[src/rtl/db4_pkg.sv]
// db4_pkg: widths, CSD shift constants, phase encoding and output reduction for the DB4 synthesis lattice (DB4SYN_SAT_EN selects saturating output)
package db4_pkg;

    localparam int W_IN   = 9;
    localparam int W_INT  = 20;
    localparam int W_OUT  = 9;
    localparam int SH_1   = 1;
    localparam int SH_2   = 2;
    localparam int SH_6   = 6;
    localparam int SH_8   = 8;
    localparam int SH_OUT = 8;
    localparam int Q_MAX  = 2 ** (W_OUT - 1) - 1;

    typedef enum logic {EVEN = 1'b0, ODD = 1'b1} phase_t;
    typedef enum logic [1:0] {OP_A0, OP_A1, OP_S} coef_op_t;

    function automatic logic signed [W_OUT-1:0] q_out(input logic signed [W_INT-1:0] s);
`ifdef DB4SYN_SAT_EN
        logic signed [W_INT-1:0] t;
        t = s >>> SH_OUT;
        return t > Q_MAX ? W_OUT'(Q_MAX) : t < -Q_MAX - 1 ? W_OUT'(-Q_MAX - 1) : t[W_OUT-1:0];
`else
        return s[SH_OUT+W_OUT-1:SH_OUT];
`endif
    endfunction

endpackage

[src/rtl/db4_csd_coef.sv]
// db4_csd_coef: shift-add CSD coefficient multiply (A0 ~1.7305, A1 ~0.2695, S = 124/256) chosen by OP
module db4_csd_coef
    import db4_pkg::*;
#(
    parameter coef_op_t OP = OP_A1
) (
    input  logic signed [W_INT-1:0] v,
    output logic signed [W_INT-1:0] r
);

    logic signed [W_INT-1:0] v2, v6, v8;

    assign v2 = v >>> SH_2;
    assign v6 = v >>> SH_6;
    assign v8 = v >>> SH_8;
    assign r  = OP == OP_A1 ? v2 + v6 + v8 :
                OP == OP_A0 ? (v <<< SH_1) - v2 - (v6 + v8) :
                              (v >>> SH_1) - v6;

endmodule

[src/rtl/db4_synth_latti.sv]
// db4_synth_latti: two-channel DB4 lattice synthesis bank, one (g,h) pair per two clocks in, one y per clock out (DB4SYN_SAT_EN clamps y)
module db4_synth_latti
    import db4_pkg::*;
(
    input  logic                    clk,
    input  logic                    reset,
    input  logic signed [W_IN-1:0]  g,
    input  logic signed [W_IN-1:0]  h,
    output logic signed [W_OUT-1:0] y,
    output logic                    y_even,
    output logic                    clk2
);

    phase_t phase, phase_nxt;
    logic signed [W_INT-1:0] g_x, h_x, a1_g, a1_h, u0, l0;
    logic signed [W_INT-1:0] u0_reg, u0d, l0_reg, a0_l, a0_u, ye, yo, s_e, s_o;
    logic signed [W_OUT-1:0] yo_hold;

    assign g_x = {{(W_INT-W_IN){g[W_IN-1]}}, g} << SH_OUT;
    assign h_x = {{(W_INT-W_IN){h[W_IN-1]}}, h} << SH_OUT;

    db4_csd_coef #(.OP(OP_A1)) u_a1_h (.v(h_x),    .r(a1_h));
    db4_csd_coef #(.OP(OP_A1)) u_a1_g (.v(g_x),    .r(a1_g));
    db4_csd_coef #(.OP(OP_A0)) u_a0_l (.v(l0_reg), .r(a0_l));
    db4_csd_coef #(.OP(OP_A0)) u_a0_u (.v(u0d),    .r(a0_u));
    db4_csd_coef #(.OP(OP_S))  u_s_e  (.v(ye),     .r(s_e));
    db4_csd_coef #(.OP(OP_S))  u_s_o  (.v(yo),     .r(s_o));

    assign u0   = g_x + a1_h;
    assign l0   = h_x - a1_g;
    assign ye   = u0d - a0_l;
    assign yo   = l0_reg + a0_u;
    assign clk2 = phase;

    // phase register: sampling edge (EVEN) and output edge (ODD) alternate
    always_ff @(posedge clk or posedge reset)
        if (reset) phase <= EVEN;
        else phase <= phase_nxt;

    // next phase: plain toggle, no stall
    always_comb begin
        phase_nxt = EVEN;
        phase_nxt = phase == EVEN ? ODD : EVEN;
    end

    // pipeline: capture stage 1 and delay the upper branch on sampling edges, emit even then held odd sample
    always_ff @(posedge clk or posedge reset)
        if (reset) begin
            u0_reg  <= '0;
            u0d     <= '0;
            l0_reg  <= '0;
            yo_hold <= '0;
            y       <= '0;
            y_even  <= 1'b0;
        end else if (phase == EVEN) begin
            u0_reg  <= u0;
            u0d     <= u0_reg;
            l0_reg  <= l0;
            y       <= yo_hold;
            y_even  <= 1'b0;
        end else begin
            y       <= q_out(s_e);
            yo_hold <= q_out(s_o);
            y_even  <= 1'b1;
        end

endmodule

[config.mk]
export PLATFORM = sky130hd
export DESIGN_NAME = db4_synth_latti
export DESIGN_NICKNAME = d
export VERILOG_FILES = /design/src/rtl/db4_pkg.sv /design/src/rtl/db4_csd_coef.sv /design/src/rtl/db4_synth_latti.sv
export SDC_FILE = /design/constraint.sdc
export NUM_CORES = 1
export LEC_CHECK = 0
export BUFFER_PORTS_ARGS = -buffer_cell sky130_fd_sc_hd__buf_2
export CORE_MARGIN = 4
export CORE_UTILIZATION = 60
export CTS_BUF_LIST = sky130_fd_sc_hd__clkbuf_4
export DETAILED_ROUTE_END_ITERATION = 12
export PLACE_DENSITY = 0.77
export SYNTH_ARGS = -nofsm -noshare
export SYNTH_HDL_FRONTEND = slang
export SYNTH_HIERARCHICAL = 1
export SYNTH_SLANG_ARGS = --single-unit
export TNS_END_PERCENT = 50
[constraint.sdc]
create_clock -name clk -period 8.99 [get_ports clk]
set_input_delay 0.899 -clock clk [delete_from_list [all_inputs] [get_ports clk]]
set_output_delay 0.899 -clock clk [all_outputs]
set_load 0.05 [all_outputs]
==> impl_metrics.env, run 1 <==
export IMPL_syn_to_final_growth_pct=3.72
export IMPL_numCtsBuffers=9
export IMPL_clock_sinks=80
export IMPL_core_mm2=0.0228
export IMPL_die_y_um=161
export IMPL_min_path_type="reg -> reg"
export IMPL_drt_iter0_drc=916
export IMPL_start_util_pct=61.7
export IMPL_path_clk_slew_ns=0.17
export IMPL_vias=11900
export IMPL_fin_crit_sh_pct=76.7
export IMPL_grt_pass1_wl_mm=56.8
export IMPL_postCtsHoldBufs=0
export IMPL_worstMarginPinSlew_ns=1.09
export IMPL_min_from="yo_hold[6]$_DFFE_PP0P_"
export IMPL_worst_ep_required_time_ns=9.44
export IMPL_r2r_cells=28
export IMPL_fp_dieW_um=161
export IMPL_multi_input_area_mm2=0.0109
export IMPL_drc_errors=0
export IMPL_crit_path_end_kind="flop"
export IMPL_status="complete, no violations"
export IMPL_hpwl_mm=28.8
export IMPL_antenna_found_initial=1
export IMPL_grt_max_degree=81
export IMPL_grt_ovfl_total=0
export IMPL_r2r_start="l0_reg[8]$_DFFE_PP0N_"
export IMPL_portBuffers=30
export IMPL_rsz0062_at_grt="false"
export IMPL_clk_latency_ns=0.50
export IMPL_setup_viol=0
export IMPL_grt_pass1_vias=11600
export IMPL_synthCells=1683
export IMPL_grt_use_total_pct=26.7
export IMPL_critPathLaunchType="flop"
export IMPL_boundaryPins=31
export IMPL_path_class="reg -> reg"
export IMPL_fin_tns_setup_ns=0
export IMPL_cp_max_fo=7
export IMPL_drv_cap=0
export IMPL_cts_root_buf="clkbuf_4"
export IMPL_rows=55
export IMPL_hold_depth=2
export IMPL_seq_area_mm2=0.00201
export IMPL_cts_tree="built"
export IMPL_worst_path_most_repeated_cell="inv_1"
export IMPL_n_fill_cell=2050
export IMPL_cp_arrival_ns=7.34
export IMPL_drive_above_1_share_pct=8.04
export IMPL_period_minus_slack_ns=6.89
export IMPL_slowest_stage="fa_1"
export IMPL_drt_first_pass_iters=6
export IMPL_via_per_inst=5.92
export IMPL_finalNetCount=2000
export IMPL_syn_mean_instance_area_um2=8.37
export IMPL_max_stage_delay_ns=0.57
export IMPL_fmax_ghz=0.145
export IMPL_routed_wl_mm=34.6
export IMPL_die_area_mm2=0.0260
export IMPL_hold_path_end="y[6]$_DFF_PP0_"
export IMPL_post_cts_buffers=0
export IMPL_gp_congestion=0.927
export IMPL_synth_area_mm2=0.0141
export IMPL_htree_levels=3
export IMPL_r2r_slack_ns=2.10
export IMPL_ant_nets=0
export IMPL_timing_rr_end="y[8]$_DFF_PP0_"
export IMPL_clockBufferDepth=2
export IMPL_post_cts_resized=0
export IMPL_synth_warnings=6
export IMPL_max_slew_margin_pct=27.6
export IMPL_skew_ns=0.0369
export IMPL_finalHoldViolCount=0
export IMPL_avgRoutedWirePerCell_um=17.1
export IMPL_drv_slew=0
[metrics by stage]
step                setup WS, ns  area (um^2)  instances  hold slack [ns]  util, %
CTS                         2.17        14600       2016            0.513     64.0
global placement            2.28        14500       2000            0.466     63.4
floorplan                   2.70        14100       1698            0.437        -
detailed placement          2.26        14500       2000            0.479     63.4
global route                1.68        14600       2017            0.539     64.0
finish                      2.10        14600       2017            0.490     64.0
[final cells by class]
type / count / area share (%)
flip-flops and latches: 80 / 13.7
diodes: 1 / 0.0171
repair buffers: 32 / 1.13
well taps: 313 / 2.68
clock inverters: 7 / 0.360
clock buffers: 9 / 0.462
multi-input cells: 1304 / 74.7
inverters: 271 / 6.97
[placed cells by master (no fill, tap or decap), types with 7 or more instances in the layout]
cell / instances
a21o_1: 61
nor2b_1: 8
o21bai_1: 13
o21ai_1: 13
a211oi_1: 10
nand3_1: 32
o21a_1: 13
xnor2_1: 85
a31oi_1: 14
nand2b_1: 19
fa_1: 93
a21oi_1: 118
o211ai_1: 19
a21oi_2: 7
nor2_1: 80
dfrtp_1: 79
and3_1: 12
nand2_1: 134
ha_1: 189
clkbuf_4: 9
buf_2: 30
mux2_2: 31
o31ai_1: 12
nand4_1: 10
o21ai_0: 75
conb_1: 16
inv_1: 270
xor2_1: 56
nor3_1: 33
[per-layer routing]
layer | GRT usage [%] | share of wire (%) | vias up
met3 | 3.70 | 5.5 | 75
met5 | 0 | 0 | -
met4 | 11.7 | 4.5 | 0
li1 | - | - | 5823
met2 | 44.7 | 47 | 346
met1 | 34.6 | 43 | 5699
[how the worst max path moves through the flow]
stage,startpoint,to,slack [ns]
after floorplan,l0_reg[19]$_DFFE_PP0N_,y[7]$_DFF_PP0_,2.70
after global placement,l0_reg[8]$_DFFE_PP0N_,y[8]$_DFF_PP0_,2.28
after detailed placement,l0_reg[8]$_DFFE_PP0N_,y[8]$_DFF_PP0_,2.26
after CTS,l0_reg[8]$_DFFE_PP0N_,y[8]$_DFF_PP0_,2.17
after global routing,l0_reg[8]$_DFFE_PP0N_,y[8]$_DFF_PP0_,1.68
final,l0_reg[8]$_DFFE_PP0N_,y[8]$_DFF_PP0_,2.10
[critical path: cells and delay by family (launching register included)]
kind                     cells  cell delay (ns)
AO/OA/AOI/OAI                9             2.07
XOR/XNOR                     3             0.43
adder cells (fa/ha/maj)      5             2.27
buffers and inverters        5             0.48
flip-flops                   1             0.53
AND/OR/NAND/NOR              6             1.06
Power of run 1 is left out: the tool's default activity adds up to more than one toggle a clock period on the data nets, which glitch-free logic cannot reach.
==> run 2: changes to the inputs <==
--- a/config.mk
+++ b/config.mk
@@ -5,6 +5,7 @@
 export SDC_FILE = /design/constraint.sdc
 export NUM_CORES = 1
 export LEC_CHECK = 0
+export ABC_AREA = 1
 export BUFFER_PORTS_ARGS = -buffer_cell sky130_fd_sc_hd__buf_2
 export CORE_MARGIN = 4
 export CORE_UTILIZATION = 60
==> constraint.sdc (replaced) <==
create_clock -name clk -period 6.9 [get_ports clk]
set_input_delay 0.69 -clock clk [delete_from_list [all_inputs] [get_ports clk]]
set_output_delay 0.69 -clock clk [all_outputs]
set_load 0.05 [all_outputs]
==> run 2 against run 1 <==
Non-clock buffer count increased by 1. Via count increased by 28%. Global-route usage increased by 4.0 points. Design area increased by 12%. Sequential cell count unchanged. Worst setup slack got worse by 1.3 ns. Routed wire length increased by 24%. Synthesized cell count increased by 48%. Maximum frequency increased by 13%. Sequential share of layout area decreased by 1.5 points. Synthesized area increased by 11%. Critical path depth increased by 4. Critical endpoint unchanged. Largest cell class unchanged. Highest routed layer unchanged.
==> impl_metrics.env, run 2 <==
export IMPL_avgRoutedWirePerCell_um=14.9
export IMPL_setup_viol=0
export IMPL_status="complete, no violations"
export IMPL_boundaryPins=31
export IMPL_die_area_mm2=0.0287
export IMPL_drt_first_pass_iters=5
export IMPL_cp_arrival_ns=6.46
export IMPL_max_stage_delay_ns=0.63
export IMPL_postCtsHoldBufs=0
export IMPL_critPathLaunchType="flop"
export IMPL_hpwl_mm=36.9
export IMPL_fin_tns_setup_ns=0
export IMPL_portBuffers=30
export IMPL_synthCells=2498
export IMPL_min_path_type="in -> async"
export IMPL_numCtsBuffers=9
export IMPL_drv_cap=0
export IMPL_path_clk_slew_ns=0.16
export IMPL_final_cell_mix="nand2_1 (865), inv_1 (511), ha_1 (189)"
export IMPL_ant_nets=0
export IMPL_gp_congestion=0.986
export IMPL_syn_to_final_growth_pct=4.44
export IMPL_grt_pass1_vias=14500
export IMPL_finalNetCount=2841
export IMPL_rows=58
export IMPL_start_util_pct=61.6
export IMPL_worst_ep_required_time_ns=7.26
export IMPL_fmax_ghz=0.164
export IMPL_post_cts_resized=0
export IMPL_syn_mean_instance_area_um2=6.26
export IMPL_via_per_inst=5.31
export IMPL_worst_path_most_repeated_cell="nand2_1"
export IMPL_clk_latency_ns=0.48
export IMPL_whs_ns=0.0840
export IMPL_fin_crit_sh_pct=88.4
export IMPL_grt_use_total_pct=30.6
export IMPL_htree_levels=3
export IMPL_cts_tree="built"
export IMPL_die_y_um=169
export IMPL_final_cells=2875
export IMPL_antenna_found_initial=1
export IMPL_cts_root_buf="clkbuf_4"
export IMPL_period_minus_slack_ns=6.10
export IMPL_grt_pass1_wl_mm=71.5
export IMPL_path_class="reg -> reg"
export IMPL_drt_iter0_drc=1010
export IMPL_clock_sinks=80
export IMPL_synth_warnings=6
export IMPL_grt_max_degree=70
export IMPL_worstMarginPinSlew_ns=0.941
export IMPL_vias=15300
export IMPL_slowest_stage="dfrtp_1"
export IMPL_max_slew_margin_pct=37.3
export IMPL_synth_area_mm2=0.0156
export IMPL_final_common_cell="nand2_1"
export IMPL_rsz0062_at_grt="false"
export IMPL_drive_above_1_share_pct=5.94
export IMPL_clockBufferDepth=2
export IMPL_dp_cells=2858
export IMPL_skew_ns=0.0206
export IMPL_core_mm2=0.0254
export IMPL_fp_dieW_um=169
export IMPL_n_fill_cell=2457
export IMPL_grt_ovfl_total=0
export IMPL_cp_max_fo=11
export IMPL_routed_wl_mm=43.0
export IMPL_finalHoldViolCount=0
export IMPL_drv_slew=0
export IMPL_drc_errors=0
export IMPL_post_cts_buffers=0
export IMPL_crit_path_end_kind="flop"
[run 2: worst max-delay path, delay by kind of cell, from the launching register on]
kind,cells,cell delay (ns)
AO/OA/AOI/OAI,3,0.59
adder cells (fa/ha/maj),5,2.29
buffers and inverters,6,0.63
flip-flops,1,0.63
AND/OR/NAND/NOR,18,1.82
[run 2: final timing paths]
check	from	to	slack [ns]	depth (start not counted)
max	l0_reg[19]$_DFFE_PP0N_	y[8]$_DFF_PP0_	0.80	32
min	reset	l0_reg[17]$_DFFE_PP0N_	0.08	2
max reg2reg	l0_reg[19]$_DFFE_PP0N_	y[8]$_DFF_PP0_	0.80	32
min reg2reg	yo_hold[3]$_DFFE_PP0P_	yo_hold[3]$_DFFE_PP0P_	0.49	2
max in group asynchronous	reset	clk2$_DFF_PP0_	5.57	3
min in group clk	yo_hold[3]$_DFFE_PP0P_	yo_hold[3]$_DFFE_PP0P_	0.49	2
[run 2: final cells by class]
type,count,area (um^2),area share (%)
clock buffer,10,75.1,0.460
inverter,520,1950,12.0
multi-input combinational,1895,11700,71.4
clock inverter,6,42.5,0.261
sequential,80,2000,12.3
timing repair buffer,33,173,1.06
tap,330,413,2.53
antenna,1,2.50,0.0153
[run 2: layer usage]
layer,share of wire [%],vias to the layer above,track usage (%),wire [um]
li1,-,7700,-,-
met1,43,7045,38.5,18300
met2,49,416,54.5,20900
met3,4.2,99,2.54,1800
met4,4.7,0,12.5,2020
met5,0,-,0,0
[run 2: stage by stage]
step	utilization [%]	instance area, um^2	worst slack (ns)
after floorplan	-	15700	1.90
after global placement	63.8	16200	1.04
after detailed placement	63.8	16200	0.970
after CTS	64.3	16300	0.924
after global routing	64.3	16300	0.265
final	64.3	16300	0.801
Power of run 2 is left out for the same reason.
==> run 3: changes to the inputs <==
--- a/config.mk
+++ b/config.mk
@@ -5,7 +5,7 @@
 export SDC_FILE = /design/constraint.sdc
 export NUM_CORES = 1
 export LEC_CHECK = 0
-export ABC_AREA = 1
+export ABC_AREA = 0
 export BUFFER_PORTS_ARGS = -buffer_cell sky130_fd_sc_hd__buf_2
 export CORE_MARGIN = 4
 export CORE_UTILIZATION = 60
==> run 3 against run 2 <==
Design area fell by 9.5%. Hold slack improved by 0.058 ns. Register-to-register slack worse by 0.43 ns. Worst setup slack worse by 0.43 ns. Core utilization up 0.41 points. Sequential share of layout area rose by 1.3 points. Final cell count down 29%. Critical path type unchanged. Highest routed layer unchanged.
==> impl_metrics.env, run 3 (synthesis gave the netlist of run 1 again) <==
export IMPL_status="complete, no violations"
export IMPL_numCtsBuffers=9
export IMPL_drt_iter0_drc=872
export IMPL_setup_ws_ns=0.367
export IMPL_setup_viol=0
export IMPL_path_class="reg -> reg"
export IMPL_cp_arrival_ns=6.93
export IMPL_hpwl_mm=29.3
export IMPL_rows=55
export IMPL_final_common_cell="inv_1"
export IMPL_cp_max_fo=9
export IMPL_crit_family="compound AO/OA/AOI/OAI gates"
export IMPL_final_cell_mix="inv_1 (265), ha_1 (188), nand2_1 (134)"
export IMPL_period_minus_slack_ns=6.53
export IMPL_ant_nets=0
export IMPL_min_path_type="in -> async"
export IMPL_die_y_um=161
export IMPL_vias=12000
export IMPL_die_area_mm2=0.0260
export IMPL_worst_ep_required_time_ns=7.29
export IMPL_antenna_found_initial=1
export IMPL_core_mm2=0.0228
export IMPL_fp_dieW_um=161
export IMPL_worstMarginPinSlew_ns=0.887
export IMPL_finalHoldViolCount=0
export IMPL_finalNetCount=2016
export IMPL_crit_buf_inv=4
export IMPL_skew_ns=0.0276
export IMPL_critPathLaunchType="flop"
export IMPL_postCtsHoldBufs=0
export IMPL_grt_pass1_wl_mm=56.4
export IMPL_grt_ovfl_total=0
export IMPL_syn_to_final_growth_pct=4.89
export IMPL_fin_crit_sh_pct=94.7
export IMPL_max_slew_margin_pct=40.8
export IMPL_clockBufferDepth=2
export IMPL_avgRoutedWirePerCell_um=17.1
export IMPL_start_util_pct=61.7
export IMPL_drt_first_pass_iters=5
export IMPL_grt_max_degree=85
export IMPL_boundaryPins=31
export IMPL_fin_area_mm2=0.0148
export IMPL_clk_latency_ns=0.47
export IMPL_routed_wl_mm=34.8
export IMPL_grt_use_total_pct=26.6
export IMPL_portBuffers=30
export IMPL_n_fill_cell=1990
export IMPL_drv_cap=0
export IMPL_crit_path_end_kind="flop"
export IMPL_htree_levels=3
export IMPL_grt_pass1_vias=11500
export IMPL_cts_root_buf="clkbuf_4"
export IMPL_drive_above_1_share_pct=9.54
export IMPL_slowest_stage="fa_1"
export IMPL_clock_sinks=80
export IMPL_via_per_inst=5.89
export IMPL_path_clk_slew_ns=0.16
export IMPL_cts_tree="built"
export IMPL_place_ws_ns=0.315
export IMPL_fmax_ghz=0.153
export IMPL_placed_area_mm2=0.0146
export IMPL_gp_congestion=0.941
export IMPL_max_stage_delay_ns=0.55
export IMPL_drc_errors=0
export IMPL_fin_util_pct=64.7
export IMPL_drv_slew=0
-- run 3: cell types whose count changed in the layout (fill, tap and decap cells not counted), sizes merged, moves of 15 or more --
cell	change
a21o	+54
buf	+15
inv	-249
mux2	+31
nand2	-763
nand2b	+19
nand3	-139
nor2	-110
o211ai	+22
o21a	+17
o21ai	+36
xnor2	+71
-- run 3: final timing paths --
path	to	cells after the start	slack, ns	start
min in group clk	y[6]$_DFF_PP0_	2	0.50	yo_hold[6]$_DFFE_PP0P_
min reg2reg	y[6]$_DFF_PP0_	2	0.50	yo_hold[6]$_DFFE_PP0P_
max reg2reg	yo_hold[7]$_DFFE_PP0P_	27	0.37	u0d[14]$_DFFE_PP0N_
max in group asynchronous	clk2$_DFF_PP0_	3	5.47	reset
max	yo_hold[7]$_DFFE_PP0P_	27	0.37	u0d[14]$_DFFE_PP0N_
min	y[6]$_DFF_PP0_	2	0.14	reset
-- run 3: stage by stage --
| step | setup TNS, ns | instances | hold slack (ns) |
|---|---|---|---|
| 6_report | 0 | 2033 | 0.142 |
| 2_1_floorplan | 0 | 1698 | 0.437 |
| 3_5_place_dp | 0 | 2010 | 0.480 |
| 5_1_grt | -0.0366 | 2033 | 0.139 |
| 3_3_place_gp | 0 | 2010 | 0.466 |
| 4_1_cts | 0 | 2026 | 0.126 |
-- run 3: area by class of cell --
class	count	area (um^2)	area share [%]
Antenna cell	1	2.50	0.0169
Tap cell	313	392	2.65
Timing Repair Buffer	48	285	1.93
Sequential cell	80	2010	13.6
Multi-Input combinational cell	1304	10900	74.1
Inverter	271	1030	6.94
Clock inverter	7	53.8	0.364
Clock buffer	9	67.6	0.457
-- run 3: worst register-to-register path: stages, from the launching register on --
cell and delay [ns]:
dfrtp_1 0.46, inv_1 0.21, fa_1 0.55, inv_1 0.06, fa_1 0.50, inv_1 0.04, ha_1 0.37, a2111oi_2 0.43
o21ai_2 0.19, a31oi_1 0.31, xnor2_1 0.19, ha_1 0.35, a21o_1 0.21, a21o_1 0.17, a21oi_1 0.22, o31a_1 0.18
o21ai_0 0.07, a21oi_1 0.20, xnor2_1 0.14, inv_1 0.06, ha_1 0.40, a21o_1 0.22, a21o_1 0.19, a221o_1 0.35
a21oi_2 0.12, xnor2_1 0.12, nand2_1 0.07, nand2_1 0.10
-- run 3: layer usage --
metal | vias up | global-route usage [%] | wire [um]
met1 | 5723 | 34.7 | 15100
met5 | - | 0 | 0
li1 | 5855 | - | -
met3 | 71 | 3.14 | 1710
met4 | 0 | 11.1 | 1540
met2 | 329 | 45.0 | 16500
-- run 3: repair_timing --
action,in CTS,in global routing
gates resized for setup,0,13
buffers inserted,0,6
endpoints found under the setup margin,0,4
Power of run 3 is left out for the same reason.
